$ cat src/rtl/cpu_ctrl_sequencer_pkg.sv
// ============================================================================
// Package: cpu_ctrl_sequencer_pkg
// Purpose: Shared definitions for the CPU control sequencer.
//          Provides the opcode map, the sequencer state encoding, the
//          register-file write-source codes and small opcode classifiers.
// Ports:   none (package)
// ============================================================================
package cpu_ctrl_sequencer_pkg;

    // Opcode map, taken from instr[23:20]
    localparam logic [3:0] OP_NOP = 4'h0;
    localparam logic [3:0] OP_ADD = 4'h1;
    localparam logic [3:0] OP_SUB = 4'h2;
    localparam logic [3:0] OP_AND = 4'h3;
    localparam logic [3:0] OP_OR  = 4'h4;
    localparam logic [3:0] OP_XOR = 4'h5;
    localparam logic [3:0] OP_LDI = 4'h6;
    localparam logic [3:0] OP_LD  = 4'h7;
    localparam logic [3:0] OP_ST  = 4'h8;
    localparam logic [3:0] OP_JMP = 4'h9;
    localparam logic [3:0] OP_BEZ = 4'hA;
    localparam logic [3:0] OP_HLT = 4'hF;

    // Register-file write source select
    localparam logic [1:0] WSEL_ALU = 2'd0;
    localparam logic [1:0] WSEL_IMM = 2'd1;
    localparam logic [1:0] WSEL_MEM = 2'd2;

    // Sequencer states; S_STEP_WAIT is only reachable in single-step builds
    typedef enum logic [2:0] {
        S_FETCH,
        S_DECODE,
        S_EXEC,
        S_MEM,
        S_WB,
        S_HALT,
        S_STEP_WAIT
    } seq_state_e;

    // ALU operations and LDI are the opcodes that write back from EXEC
    function automatic logic writesFromExec(input logic [3:0] op);
        return (op >= OP_ADD) && (op <= OP_LDI);
    endfunction

    // Write source for EXEC-originated writebacks (LD selects WSEL_MEM itself)
    function automatic logic [1:0] execWsel(input logic [3:0] op);
        return (op == OP_LDI) ? WSEL_IMM : WSEL_ALU;
    endfunction

    // Opcodes B..E are undefined and run as NOP
    function automatic logic isIllegal(input logic [3:0] op);
        return (op >= 4'hB) && (op <= 4'hE);
    endfunction

endpackage

$ cat src/rtl/cpu_ctrl_sequencer_if.sv
// ============================================================================
// Interface: cpu_ctrl_sequencer_if
// Purpose:   Bundles the sequencer's connection to the instruction ROM and
//            the datapath (register file, ALU, data memory).
// Signals:   instr    - 24-bit instruction word at iaddr (combinational ROM)
//            alu_zero - ALU zero flag of Ra
//            mem_ack  - data memory / peripheral done
//            iaddr    - program counter
//            ir_load  - latch instr into datapath IR
//            alu_op   - registered opcode to the ALU
//            rf_we    - register-file write strobe
//            rf_wsel  - write source: 0 ALU, 1 immediate, 2 data_in
//            mem_req  - data access request
//            data_wr  - 1 = store, valid with mem_req
//            illegal  - pulse on undefined opcode
//            bus_err  - pulse on memory timeout abort
//            halted   - high in HALT
// Modports:  master = sequencer side, slave = datapath/ROM side
// ============================================================================
interface cpu_ctrl_sequencer_if #(
    parameter int PC_W = 4
);
    logic [23:0]     instr;
    logic            alu_zero;
    logic            mem_ack;
    logic [PC_W-1:0] iaddr;
    logic            ir_load;
    logic [3:0]      alu_op;
    logic            rf_we;
    logic [1:0]      rf_wsel;
    logic            mem_req;
    logic            data_wr;
    logic            illegal;
    logic            bus_err;
    logic            halted;

    modport master (
        input  instr, alu_zero, mem_ack,
        output iaddr, ir_load, alu_op, rf_we, rf_wsel,
               mem_req, data_wr, illegal, bus_err, halted
    );

    modport slave (
        output instr, alu_zero, mem_ack,
        input  iaddr, ir_load, alu_op, rf_we, rf_wsel,
               mem_req, data_wr, illegal, bus_err, halted
    );
endinterface

$ cat src/rtl/cpu_ctrl_sequencer_pc_unit.sv
// ============================================================================
// Module: cpu_pc_unit
// Purpose: Program counter register for the control sequencer.
//          Loads a branch target or increments modulo 2^PC_W.
// Ports:   clk      - system clock
//          rst_n    - asynchronous active-low reset (PC <= RESET_PC)
//          i_inc    - advance PC by one (wraps)
//          i_load   - load i_target (wins over i_inc)
//          i_target - branch / jump target
//          o_pc     - current program counter
// ============================================================================
module cpu_pc_unit #(
    parameter int PC_W     = 4,
    parameter int RESET_PC = 0
) (
    input  logic            clk,
    input  logic            rst_n,
    input  logic            i_inc,
    input  logic            i_load,
    input  logic [PC_W-1:0] i_target,
    output logic [PC_W-1:0] o_pc
);

    logic [PC_W-1:0] r_pc;

    // PC register: a taken branch replaces the PC, otherwise the sequencer
    // may step it forward; the add simply wraps at 2^PC_W with no flag.
    always_ff @(posedge clk or negedge rst_n) begin
        if (!rst_n) begin
            r_pc <= PC_W'(RESET_PC);
        end else if (i_load) begin
            r_pc <= i_target;
        end else if (i_inc) begin
            r_pc <= r_pc + PC_W'(1);
        end
    end

    assign o_pc = r_pc;

endmodule

$ cat src/rtl/cpu_ctrl_sequencer.sv
// ============================================================================
// Module: cpu_ctrl_sequencer
// Purpose: Multi-cycle control FSM for the 16-bit CPU core. Fetches from the
//          instruction ROM, decodes instr[23:20] and sequences register-file
//          writes, ALU op select and data-memory request/acknowledge. Holds
//          no data registers; the datapath sits beside it.
// Ports:   clk        - system clock
//          rst_n      - asynchronous active-low reset
//          i_step_en  - single-step enable   (CPU_SEQ_STEP_EN builds only)
//          i_step_req - single-step advance  (CPU_SEQ_STEP_EN builds only)
//          io_bus     - cpu_ctrl_sequencer_if.master (ROM + datapath signals)
// Config:  `define CPU_SEQ_STEP_EN adds the single-step ports and the
//          STEP_WAIT state; without it execution is free-running.
// ============================================================================
module cpu_ctrl_sequencer
    import cpu_ctrl_sequencer_pkg::*;
#(
    parameter int PC_W        = 4,
    parameter int RESET_PC    = 0,
    parameter int MEM_TIMEOUT = 16
) (
    input  logic                 clk,
    input  logic                 rst_n,
`ifdef CPU_SEQ_STEP_EN
    input  logic                 i_step_en,
    input  logic                 i_step_req,
`endif
    cpu_ctrl_sequencer_if.master io_bus
);

    localparam int CNT_W = (MEM_TIMEOUT > 0) ? $clog2(MEM_TIMEOUT + 1) : 1;
    localparam logic [CNT_W-1:0] CNT_LAST =
        CNT_W'((MEM_TIMEOUT > 0) ? (MEM_TIMEOUT - 1) : 0);

    seq_state_e      r_state;
    logic [3:0]      r_aluOp;
    logic [PC_W-1:0] r_target;
    logic            r_rfWe;
    logic [1:0]      r_rfWsel;
    logic            r_memReq;
    logic            r_dataWr;
    logic            r_illegal;
    logic            r_busErr;
    logic            r_halted;
    logic [CNT_W-1:0] r_memCnt;

    logic            w_pcInc;
    logic            w_pcLoad;
    logic            w_memTimeout;
    logic [PC_W-1:0] w_pc;
    seq_state_e      w_doneState;
    logic            w_unused;

    // Only opcode and target field of the instruction matter here
    assign w_unused = &{1'b0, io_bus.instr};

    // A zero MEM_TIMEOUT means wait forever, so the abort never fires
    assign w_memTimeout = (MEM_TIMEOUT > 0) && (r_memCnt == CNT_LAST);

    // Where an instruction goes once it has finished
`ifdef CPU_SEQ_STEP_EN
    assign w_doneState = i_step_en ? S_STEP_WAIT : S_FETCH;
`else
    assign w_doneState = S_FETCH;
`endif

    // PC control: taken JMP/BEZ load the target; NOP-like EXEC, ST ack,
    // any MEM abort and WB step forward. ALU/LDI defer the step to WB.
    always_comb begin
        w_pcInc  = 1'b0;
        w_pcLoad = 1'b0;
        case (r_state)
            S_EXEC: begin
                if (r_aluOp == OP_JMP || (r_aluOp == OP_BEZ && io_bus.alu_zero)) begin
                    w_pcLoad = 1'b1;
                end else if (!writesFromExec(r_aluOp)) begin
                    w_pcInc = 1'b1;
                end
            end
            S_MEM: begin
                if (io_bus.mem_ack) begin
                    w_pcInc = (r_aluOp == OP_ST);
                end else begin
                    w_pcInc = w_memTimeout;
                end
            end
            S_WB:    w_pcInc = 1'b1;
            default: w_pcInc = 1'b0;
        endcase
    end

    cpu_pc_unit #(
        .PC_W     (PC_W),
        .RESET_PC (RESET_PC)
    ) u_pc (
        .clk      (clk),
        .rst_n    (rst_n),
        .i_inc    (w_pcInc),
        .i_load   (w_pcLoad),
        .i_target (r_target),
        .o_pc     (w_pc)
    );

    // Main sequencer. Outputs are registered alongside the state they belong
    // to, so each strobe is high exactly for the cycles spent in its state.
    // An ack on the same cycle as the last allowed MEM cycle wins over abort.
    always_ff @(posedge clk or negedge rst_n) begin
        if (!rst_n) begin
            r_state   <= S_FETCH;
            r_aluOp   <= OP_NOP;
            r_target  <= '0;
            r_rfWe    <= 1'b0;
            r_rfWsel  <= WSEL_ALU;
            r_memReq  <= 1'b0;
            r_dataWr  <= 1'b0;
            r_illegal <= 1'b0;
            r_busErr  <= 1'b0;
            r_halted  <= 1'b0;
            r_memCnt  <= '0;
        end else begin
            r_rfWe    <= 1'b0;
            r_illegal <= 1'b0;
            r_busErr  <= 1'b0;
            case (r_state)
                S_FETCH: begin
                    r_aluOp   <= io_bus.instr[23:20];
                    r_target  <= io_bus.instr[PC_W-1:0];
                    r_illegal <= isIllegal(io_bus.instr[23:20]);
                    r_state   <= S_DECODE;
                end
                S_DECODE: begin
                    if (r_aluOp == OP_LD || r_aluOp == OP_ST) begin
                        r_memReq <= 1'b1;
                        r_dataWr <= (r_aluOp == OP_ST);
                        r_memCnt <= '0;
                        r_state  <= S_MEM;
                    end else if (r_aluOp == OP_HLT) begin
                        r_halted <= 1'b1;
                        r_state  <= S_HALT;
                    end else begin
                        r_state  <= S_EXEC;
                    end
                end
                S_EXEC: begin
                    if (writesFromExec(r_aluOp)) begin
                        r_rfWe   <= 1'b1;
                        r_rfWsel <= execWsel(r_aluOp);
                        r_state  <= S_WB;
                    end else begin
                        r_state  <= w_doneState;
                    end
                end
                S_MEM: begin
                    if (io_bus.mem_ack) begin
                        r_memReq <= 1'b0;
                        r_dataWr <= 1'b0;
                        if (r_aluOp == OP_LD) begin
                            r_rfWe   <= 1'b1;
                            r_rfWsel <= WSEL_MEM;
                            r_state  <= S_WB;
                        end else begin
                            r_state  <= w_doneState;
                        end
                    end else if (w_memTimeout) begin
                        r_memReq <= 1'b0;
                        r_dataWr <= 1'b0;
                        r_busErr <= 1'b1;
                        r_state  <= w_doneState;
                    end else begin
                        r_memCnt <= r_memCnt + CNT_W'(1);
                    end
                end
                S_WB: begin
                    r_rfWsel <= WSEL_ALU;
                    r_state  <= w_doneState;
                end
                S_HALT: begin
                    r_state <= S_HALT;
                end
`ifdef CPU_SEQ_STEP_EN
                S_STEP_WAIT: begin
                    if (i_step_req) begin
                        r_state <= S_FETCH;
                    end
                end
`endif
                default: begin
                    r_state <= S_FETCH;
                end
            endcase
        end
    end

    // ir_load is the FETCH state itself; gating with rst_n keeps every
    // output low while reset is held.
    assign io_bus.ir_load = rst_n && (r_state == S_FETCH);
    assign io_bus.iaddr   = w_pc;
    assign io_bus.alu_op  = r_aluOp;
    assign io_bus.rf_we   = r_rfWe;
    assign io_bus.rf_wsel = r_rfWsel;
    assign io_bus.mem_req = r_memReq;
    assign io_bus.data_wr = r_dataWr;
    assign io_bus.illegal = r_illegal;
    assign io_bus.bus_err = r_busErr;
    assign io_bus.halted  = r_halted;

endmodule

$ cat src/flat_wrapper.sv
// flat-port wrapper written by rule: the top's interface ports become plain ports
module cpu_ctrl_sequencer_flat import cpu_ctrl_sequencer_pkg::*;
#(
    parameter int PC_W        = 4,
    parameter int RESET_PC    = 0,
    parameter int MEM_TIMEOUT = 16
)
  (clk, rst_n, io_bus_instr, io_bus_alu_zero, io_bus_mem_ack, io_bus_iaddr, io_bus_ir_load, io_bus_alu_op, io_bus_rf_we, io_bus_rf_wsel, io_bus_mem_req, io_bus_data_wr, io_bus_illegal, io_bus_bus_err, io_bus_halted);
  cpu_ctrl_sequencer_if #(.PC_W(PC_W)) io_bus_i ();
  input  logic clk;
  input  logic rst_n;
  input wire logic [$bits(io_bus_i.instr)-1:0] io_bus_instr;
  input wire logic [$bits(io_bus_i.alu_zero)-1:0] io_bus_alu_zero;
  input wire logic [$bits(io_bus_i.mem_ack)-1:0] io_bus_mem_ack;
  output wire logic [$bits(io_bus_i.iaddr)-1:0] io_bus_iaddr;
  output wire logic [$bits(io_bus_i.ir_load)-1:0] io_bus_ir_load;
  output wire logic [$bits(io_bus_i.alu_op)-1:0] io_bus_alu_op;
  output wire logic [$bits(io_bus_i.rf_we)-1:0] io_bus_rf_we;
  output wire logic [$bits(io_bus_i.rf_wsel)-1:0] io_bus_rf_wsel;
  output wire logic [$bits(io_bus_i.mem_req)-1:0] io_bus_mem_req;
  output wire logic [$bits(io_bus_i.data_wr)-1:0] io_bus_data_wr;
  output wire logic [$bits(io_bus_i.illegal)-1:0] io_bus_illegal;
  output wire logic [$bits(io_bus_i.bus_err)-1:0] io_bus_bus_err;
  output wire logic [$bits(io_bus_i.halted)-1:0] io_bus_halted;
  assign io_bus_i.instr = io_bus_instr;
  assign io_bus_i.alu_zero = io_bus_alu_zero;
  assign io_bus_i.mem_ack = io_bus_mem_ack;
  assign io_bus_iaddr = io_bus_i.iaddr;
  assign io_bus_ir_load = io_bus_i.ir_load;
  assign io_bus_alu_op = io_bus_i.alu_op;
  assign io_bus_rf_we = io_bus_i.rf_we;
  assign io_bus_rf_wsel = io_bus_i.rf_wsel;
  assign io_bus_mem_req = io_bus_i.mem_req;
  assign io_bus_data_wr = io_bus_i.data_wr;
  assign io_bus_illegal = io_bus_i.illegal;
  assign io_bus_bus_err = io_bus_i.bus_err;
  assign io_bus_halted = io_bus_i.halted;
  cpu_ctrl_sequencer #(.PC_W(PC_W), .RESET_PC(RESET_PC), .MEM_TIMEOUT(MEM_TIMEOUT)) u_core (.clk(clk), .rst_n(rst_n), .io_bus(io_bus_i));
endmodule
$ cat config.mk
export PLATFORM = sky130hd
export DESIGN_NAME = cpu_ctrl_sequencer_flat
export DESIGN_NICKNAME = d
export VERILOG_FILES = /design/src/rtl/cpu_ctrl_sequencer_pkg.sv /design/src/rtl/cpu_ctrl_sequencer_if.sv /design/src/rtl/cpu_ctrl_sequencer_pc_unit.sv /design/src/rtl/cpu_ctrl_sequencer.sv /design/src/flat_wrapper.sv
export SDC_FILE = /design/constraint.sdc
export NUM_CORES = 1
export LEC_CHECK = 0
export CAP_MARGIN = 0
export CORE_MARGIN = 2
export CORE_UTILIZATION = 46
export CTS_BUF_LIST = sky130_fd_sc_hd__clkbuf_8 sky130_fd_sc_hd__clkbuf_16
export DETAILED_ROUTE_END_ITERATION = 8
export GPL_TIMING_DRIVEN = 0
export PLACE_DENSITY_LB_ADDON = 0.3
export SYNTH_ARGS = -nofsm -noshare
export SYNTH_HDL_FRONTEND = slang
export SYNTH_SLANG_ARGS = --single-unit
$ cat constraint.sdc
create_clock -name clk -period 3.3 [get_ports clk]
set_clock_uncertainty 0.15 [all_clocks]
set_input_delay 0.66 -clock clk [delete_from_list [all_inputs] [get_ports clk]]
set_output_delay 0.66 -clock clk [all_outputs]
set_load 0.005 [all_outputs]
**Word level (Yosys, flattened, before mapping)**

Cells that the tools add are included.

- Bitwise operators: 1
- Equality and inequality tests: 19
- Mux-type cells: 38
- Reduce and logical (&&, ||, !) cells: 14
- $add $sub $neg: 2
- Order comparisons: 4

Operators with widths:

| kind | count |
|---|---|
| $mux 3 | 6 |
| $mux 1 | 17 |
| $eq 4x4->1 const B | 4 |
| $mux 5 | 3 |
| $pmux 3 s5 | 1 |
| $pmux 5 s2 | 1 |
| $eq 4x3->1 const B | 2 |
| $mux 4 | 2 |
| $reduce_and 4->1 | 2 |
| $eq 3x2->1 const B | 2 |
| $eq 3x3->1 const B | 2 |
| $mux 2 | 3 |
| $ne 2x1->1 const B | 3 |
| $ne 2x2->1 const B | 3 |
| $pmux 1 s2 | 3 |
| $pmux 2 s3 | 1 |
| $reduce_and 3->1 | 2 |
| $add 5x1->5 const B | 1 |
| $eq 5x4->1 const B | 1 |
| $add 4x1->4 const B | 1 |
| $ge 4x1->1 const B | 1 |
| $ge 4x4->1 const B | 1 |
| $le 4x3->1 const B | 1 |
| $le 4x4->1 const B | 1 |
| 9 further kinds | 14 |

- Register bits: 28
- Output and inout bits: 17
- Word-level logic and storage cells: 90
- Input bits: 28

**Logic depth before layout (Yosys ltp)**

- Depth in word-level cells: 7
- Depth in mapped cells: 8
- Mapped depth without buffers: 7

**Hierarchy**

A second synthesis with hierarchy kept.

- Cells, all modules: 136
- Area total of the unflattened synthesis: 1,427.6 µm²

Modules (own cells, without submodules):

| module | cells each | area each (µm²) | times used | sequential area each (µm²) |
|---|---|---|---|---|
| cpu_ctrl_sequencer | 118 | 1,224.9 | 1 | 600.6 |
| cpu_pc_unit | 18 | 202.7 | 1 | 100.1 |

**Worst setup path after synthesis**

No wires, ideal clock.

- Kind: register -> register
- Start: reg u_core.r_memCnt[0]
- End: reg u_core.r_memCnt[3]
- Data required time: 3.073 ns
- Path slack: 1.043 ns
- Data arrival time: 2.029 ns
- Period minus slack after synthesis: 2.257 ns
- Buffers on the path: 1
- Setup time: 0.077 ns
- Cell stages (with the launch flop): 9
- Cell sequence: dfrtp_1 ha_1 and3_1 ha_1 o21ai_0 or3b_1 buf_2 or3_1 a21oi_1

- Longest elaborated chain between the ends: 4
- Elaborated cells on any way between the ends: 7
- Classes of those cells: add/sub: 1; eq/ne: 2; mux: 3; reduce/logical: 1

RTL lines:

| item | RTL line | text |
|---|---|---|
| start: declaration | cpu_ctrl_sequencer.sv:45 | `logic [CNT_W-1:0] r_memCnt;` |
| start signal: assignment | cpu_ctrl_sequencer.sv:170 | `r_memCnt <= r_memCnt + CNT_W'(1);` |
| $add 5x1->5 | cpu_ctrl_sequencer.sv:170 |  |
| $mux 5 | cpu_ctrl_sequencer.sv:164 | `end else if (w_memTimeout) begin` |
| $mux 5 | cpu_ctrl_sequencer.sv:154 | `if (io_bus.mem_ack) begin` |
| $pmux 5 s2 | cpu_ctrl_sequencer.sv:124 | `case (r_state)` |

Several ways; a longest one is shown, not always the timed one. The select of a mux whose other input is x is not followed.
A chain may end at the register's enable or synchronous reset.

**Final worst setup path**

- Start: reg u_core.r_state[1]
- End: out io_bus_ir_load

- Longest elaborated chain between the ends: 2

RTL lines:

| item | RTL line | text |
|---|---|---|
| start: declaration | cpu_ctrl_sequencer.sv:35 | `seq_state_e r_state;` |
| start signal: assignment | cpu_ctrl_sequencer.sv:150 | `r_state <= w_doneState;` |
| start signal: assignment | cpu_ctrl_sequencer.sv:162 | `r_state <= w_doneState;` |
| start signal: assignment | cpu_ctrl_sequencer.sv:168 | `r_state <= w_doneState;` |
| $logic_not 3->1 | cpu_ctrl_sequencer.sv:196 | `assign io_bus.ir_load = rst_n && (r_state == S_FETCH);` |
| $logic_and 1x1->1 | cpu_ctrl_sequencer.sv:196 |  |
| end: declaration | flat_wrapper.sv:16 | `output wire logic [$bits(io_bus_i.ir_load)-1:0] io_bus_ir_load;` |

No other way between the ends.

==> impl_metrics.env <==
export IMPL_tritoncts="done"
export IMPL_crit_chain="clkbuf_8, nor3_2, and2_1, clkdlybuf4s50_1"
export IMPL_vias=1183
export IMPL_critPathLaunch="u_core.r_state[1]"
export IMPL_clk_path_buf_depth=2
export IMPL_ys_ff_latch=28
export IMPL_cp_end_kind="primary output"
export IMPL_grt_overflow=0
export IMPL_status="finished clean"
export IMPL_timing_rr_end="u_core.r_memCnt[3]"
export IMPL_area_growth_pct=27.5
export IMPL_power_mw=1.81
export IMPL_pre_cts_slack_ns=-0.319
export IMPL_fin_crit_ns=2.95
export IMPL_yosysMostFrequentCell="dfrtp_1"
export IMPL_arrival_ns=2.14
export IMPL_grt_usage_pct=19.5
export IMPL_max_freq_ghz=0.339
export IMPL_final_nets=204
export IMPL_antenna_found_initial=0
export IMPL_wl_per_cell_microns=14.0
export IMPL_synth_edff_count=0
export IMPL_grt_max_degree=30
export IMPL_path_class="flip-flop to primary output"
export IMPL_pin_count=45
export IMPL_synthFlopType="dfrtp_1"
export IMPL_start_kind="flip-flop"
export IMPL_cp_required_ns=2.49
export IMPL_crit_family="simple AND/OR/NAND/NOR gates"
export IMPL_ant_nets=0
export IMPL_initial_utilization_pct=48.6
export IMPL_worstMarginPinSlew_ns=0.703
export IMPL_yosys_area_top_type="dfrtp_1"
export IMPL_cts_inserted_buffers=3
export IMPL_synth_async_reset_ratio_pct=100
export IMPL_htreeDepth=1
export IMPL_die_area_sq_mm=0.00370
export IMPL_power_density_mw_per_mm2=954
export IMPL_stdcell_count=216
export IMPL_grt_pass1_wl_microns=5350
export IMPL_clock_sinks=28
export IMPL_slowest_stage="nor3_2"
export IMPL_cts_root_buf="clkbuf_8"
export IMPL_layout_setup_ws_ns=0.348
export IMPL_finalSetupViolCount=0
export IMPL_cts_hold_buffers=0
export IMPL_path_depth=4
export IMPL_synth_top_family_by_area="simple AND/OR/NAND/NOR gates"
export IMPL_clock_latency_ns=0.28
export IMPL_grt_setup_unrepaired="false"
export IMPL_synthesis_nets=171
export IMPL_drv_slew=0
export IMPL_synthSimpleGateAreaFrac_pct=22.1
export IMPL_rows=20
export IMPL_synth_area_leaders="dfrtp_1 47%, mux2_2 5.3%, nand2_1 4.0%"
export IMPL_clk_pin_slew_ns=0.10
export IMPL_grt_pass1_vias=1207
export IMPL_dpl_cell_count=212
export IMPL_cp_endpoint="io_bus_ir_load"
export IMPL_ir_drop_uv=431
export IMPL_p_leak_nw=0.800
export IMPL_ys_top_cells_by_count="28 x dfrtp_1, 16 x nand2_1, 9 x nor2_1, 9 x o21ai_0"
export IMPL_antenna_cells=0
export IMPL_place_hpwl_microns=2260
export IMPL_slew_headroom_pct=52.9
export IMPL_syn_avg_cell_area_sq_um=10.6
export IMPL_max_cap_violations=0
export IMPL_synthAdderAreaFrac_pct=2.53
export IMPL_critPathBufInv=2
export IMPL_yosysWarnings=0
export IMPL_r2r_cells=8
export IMPL_drive_above_1_share_pct=17.4
export IMPL_final_hold_violation_count=0
export IMPL_viasPerCell=5.48
export IMPL_drt_wl_total_microns=3030
export IMPL_drt_iter0_drc=77
export IMPL_drc_errors=0
export IMPL_hp_class="flip-flop to flip-flop"
export IMPL_yosysSeqAreaShare_pct=47.2
export IMPL_yosys_cell_types_count=45
export IMPL_whs_ns=0.336
export IMPL_synth_mux_area_share_pct=7.34
export IMPL_firstDrtPassIters=4
export IMPL_place_congestion=0.860
export IMPL_reg2reg_from="u_core.r_memCnt[0]"
export IMPL_rrSetupSlack_ns=0.87
export IMPL_port_buffers=28
export IMPL_synth_top_cell_area_share_pct=47.2
export IMPL_crit_fanout=10
export IMPL_syn_cell_area_sq_mm=0.00148
export IMPL_synth_xor_area_share_pct=0.590
export IMPL_syn_inst=140
export IMPL_coreArea_sq_mm=0.00305
export IMPL_slowest_delay_ns=0.60
export IMPL_period_share_pct=89.5
export IMPL_n_fill_cell=272
export IMPL_die_y_microns=60.8
export IMPL_synth_compound_area_share_pct=14.8
export IMPL_die_width_microns=60.8
sequential cells by signal, summed over array words and instances, names as in the netlist:
register	count
u_core.r_target	4
u_core.io_bus.alu_op	4
u_core.u_pc.o_pc	4
u_core.io_bus.rf_wsel	2
u_core.io_bus.data_wr	1
u_core.io_bus.mem_req	1
u_core.r_state	3
u_core.io_bus.rf_we	1
u_core.io_bus.halted	1
u_core.io_bus.illegal	1
u_core.r_memCnt	5
u_core.io_bus.bus_err	1
worst min path at each step:
stage	startpoint	end	slack, ns	cells after the start
floorplan	rst_n	u_core.io_bus.alu_op[0]	0.21	0
global placement	u_core.io_bus.halted	u_core.io_bus.halted	0.30	1
detailed placement	u_core.r_memCnt[4]	u_core.r_memCnt[4]	0.32	2
CTS	u_core.r_memCnt[4]	u_core.r_memCnt[4]	0.34	2
global route	u_core.io_bus.halted	u_core.io_bus.halted	0.35	1
finish	u_core.r_memCnt[4]	u_core.r_memCnt[4]	0.34	2
cells by family after synthesis:
kind of cell,count (synthesis)
buf+inv,13
simple gates,55
mux,10
xor+xnor,1
fa+ha+maj,3
flops,28
compound gates,30
worst reg2reg max path: cells and delay by family (launching register included):
kind | cells | cell delay, ns
AO/OA/AOI/OAI | 2 | 0.28
adder cells (fa/ha/maj) | 2 | 0.45
buffers and inverters | 1 | 0.16
flip-flops | 1 | 0.43
AND/OR/NAND/NOR | 3 | 0.89
cells in the final DEF, fill, tap and decap left out, types with 5 or more instances in the layout:
cell / n
mux2_2: 7
o21ai_0: 9
inv_1: 7
clkdlybuf4s50_1: 27
nand3_1: 5
dfrtp_1: 28
nor2_1: 9
nand2_1: 16
a21oi_1: 5
routing by layer:
metal	part of all wire (%)	vias up	track usage (%)	wire length (microns)
met2	52	26	33.2	1570
met4	1.2	0	8.39	36
met1	44	581	24.6	1320
met5	0	-	0	0
met3	3.1	4	2.99	94
li1	-	572	-	-
stage by stage:
stage / instance area (sq um) / TNS [ns] / util (%)
3_5_place_dp: 1820 / -0.319 / 59.6
4_1_cts: 1890 / 0 / 62.0
5_1_grt: 1890 / 0 / 62.0
6_report: 1890 / 0 / 62.0
2_1_floorplan: 1480 / 0 / -
3_3_place_gp: 1820 / -0.283 / 59.6
area by class of cell:
class	count	area [sq um]	share of cell area [%]
plain buffers	6	53.8	2.84
clock inverters	1	30.0	1.59
repair buffers	28	282	14.9
inverters	7	26.3	1.39
flip-flops and latches	28	701	37.0
clock buffers	3	41.3	2.18
multi-input cells	99	703	37.2
well taps	44	55.1	2.91
report_power, final:
part | switching [mW] | internal [mW] | leakage [nW]
clock | 0.111 | 0.163 | 0.0357
combinational | 0.426 | 0.487 | 0.415
sequential | 0.130 | 0.489 | 0.350
total | 0.667 | 1.14 | 0.800
timing repair:
action,in CTS,in global routing
hold endpoints to repair,0,0
setup endpoints to repair,1,0
setup buffers,0,0
resized for setup,3,0
(Power assumes the default switching activity.)
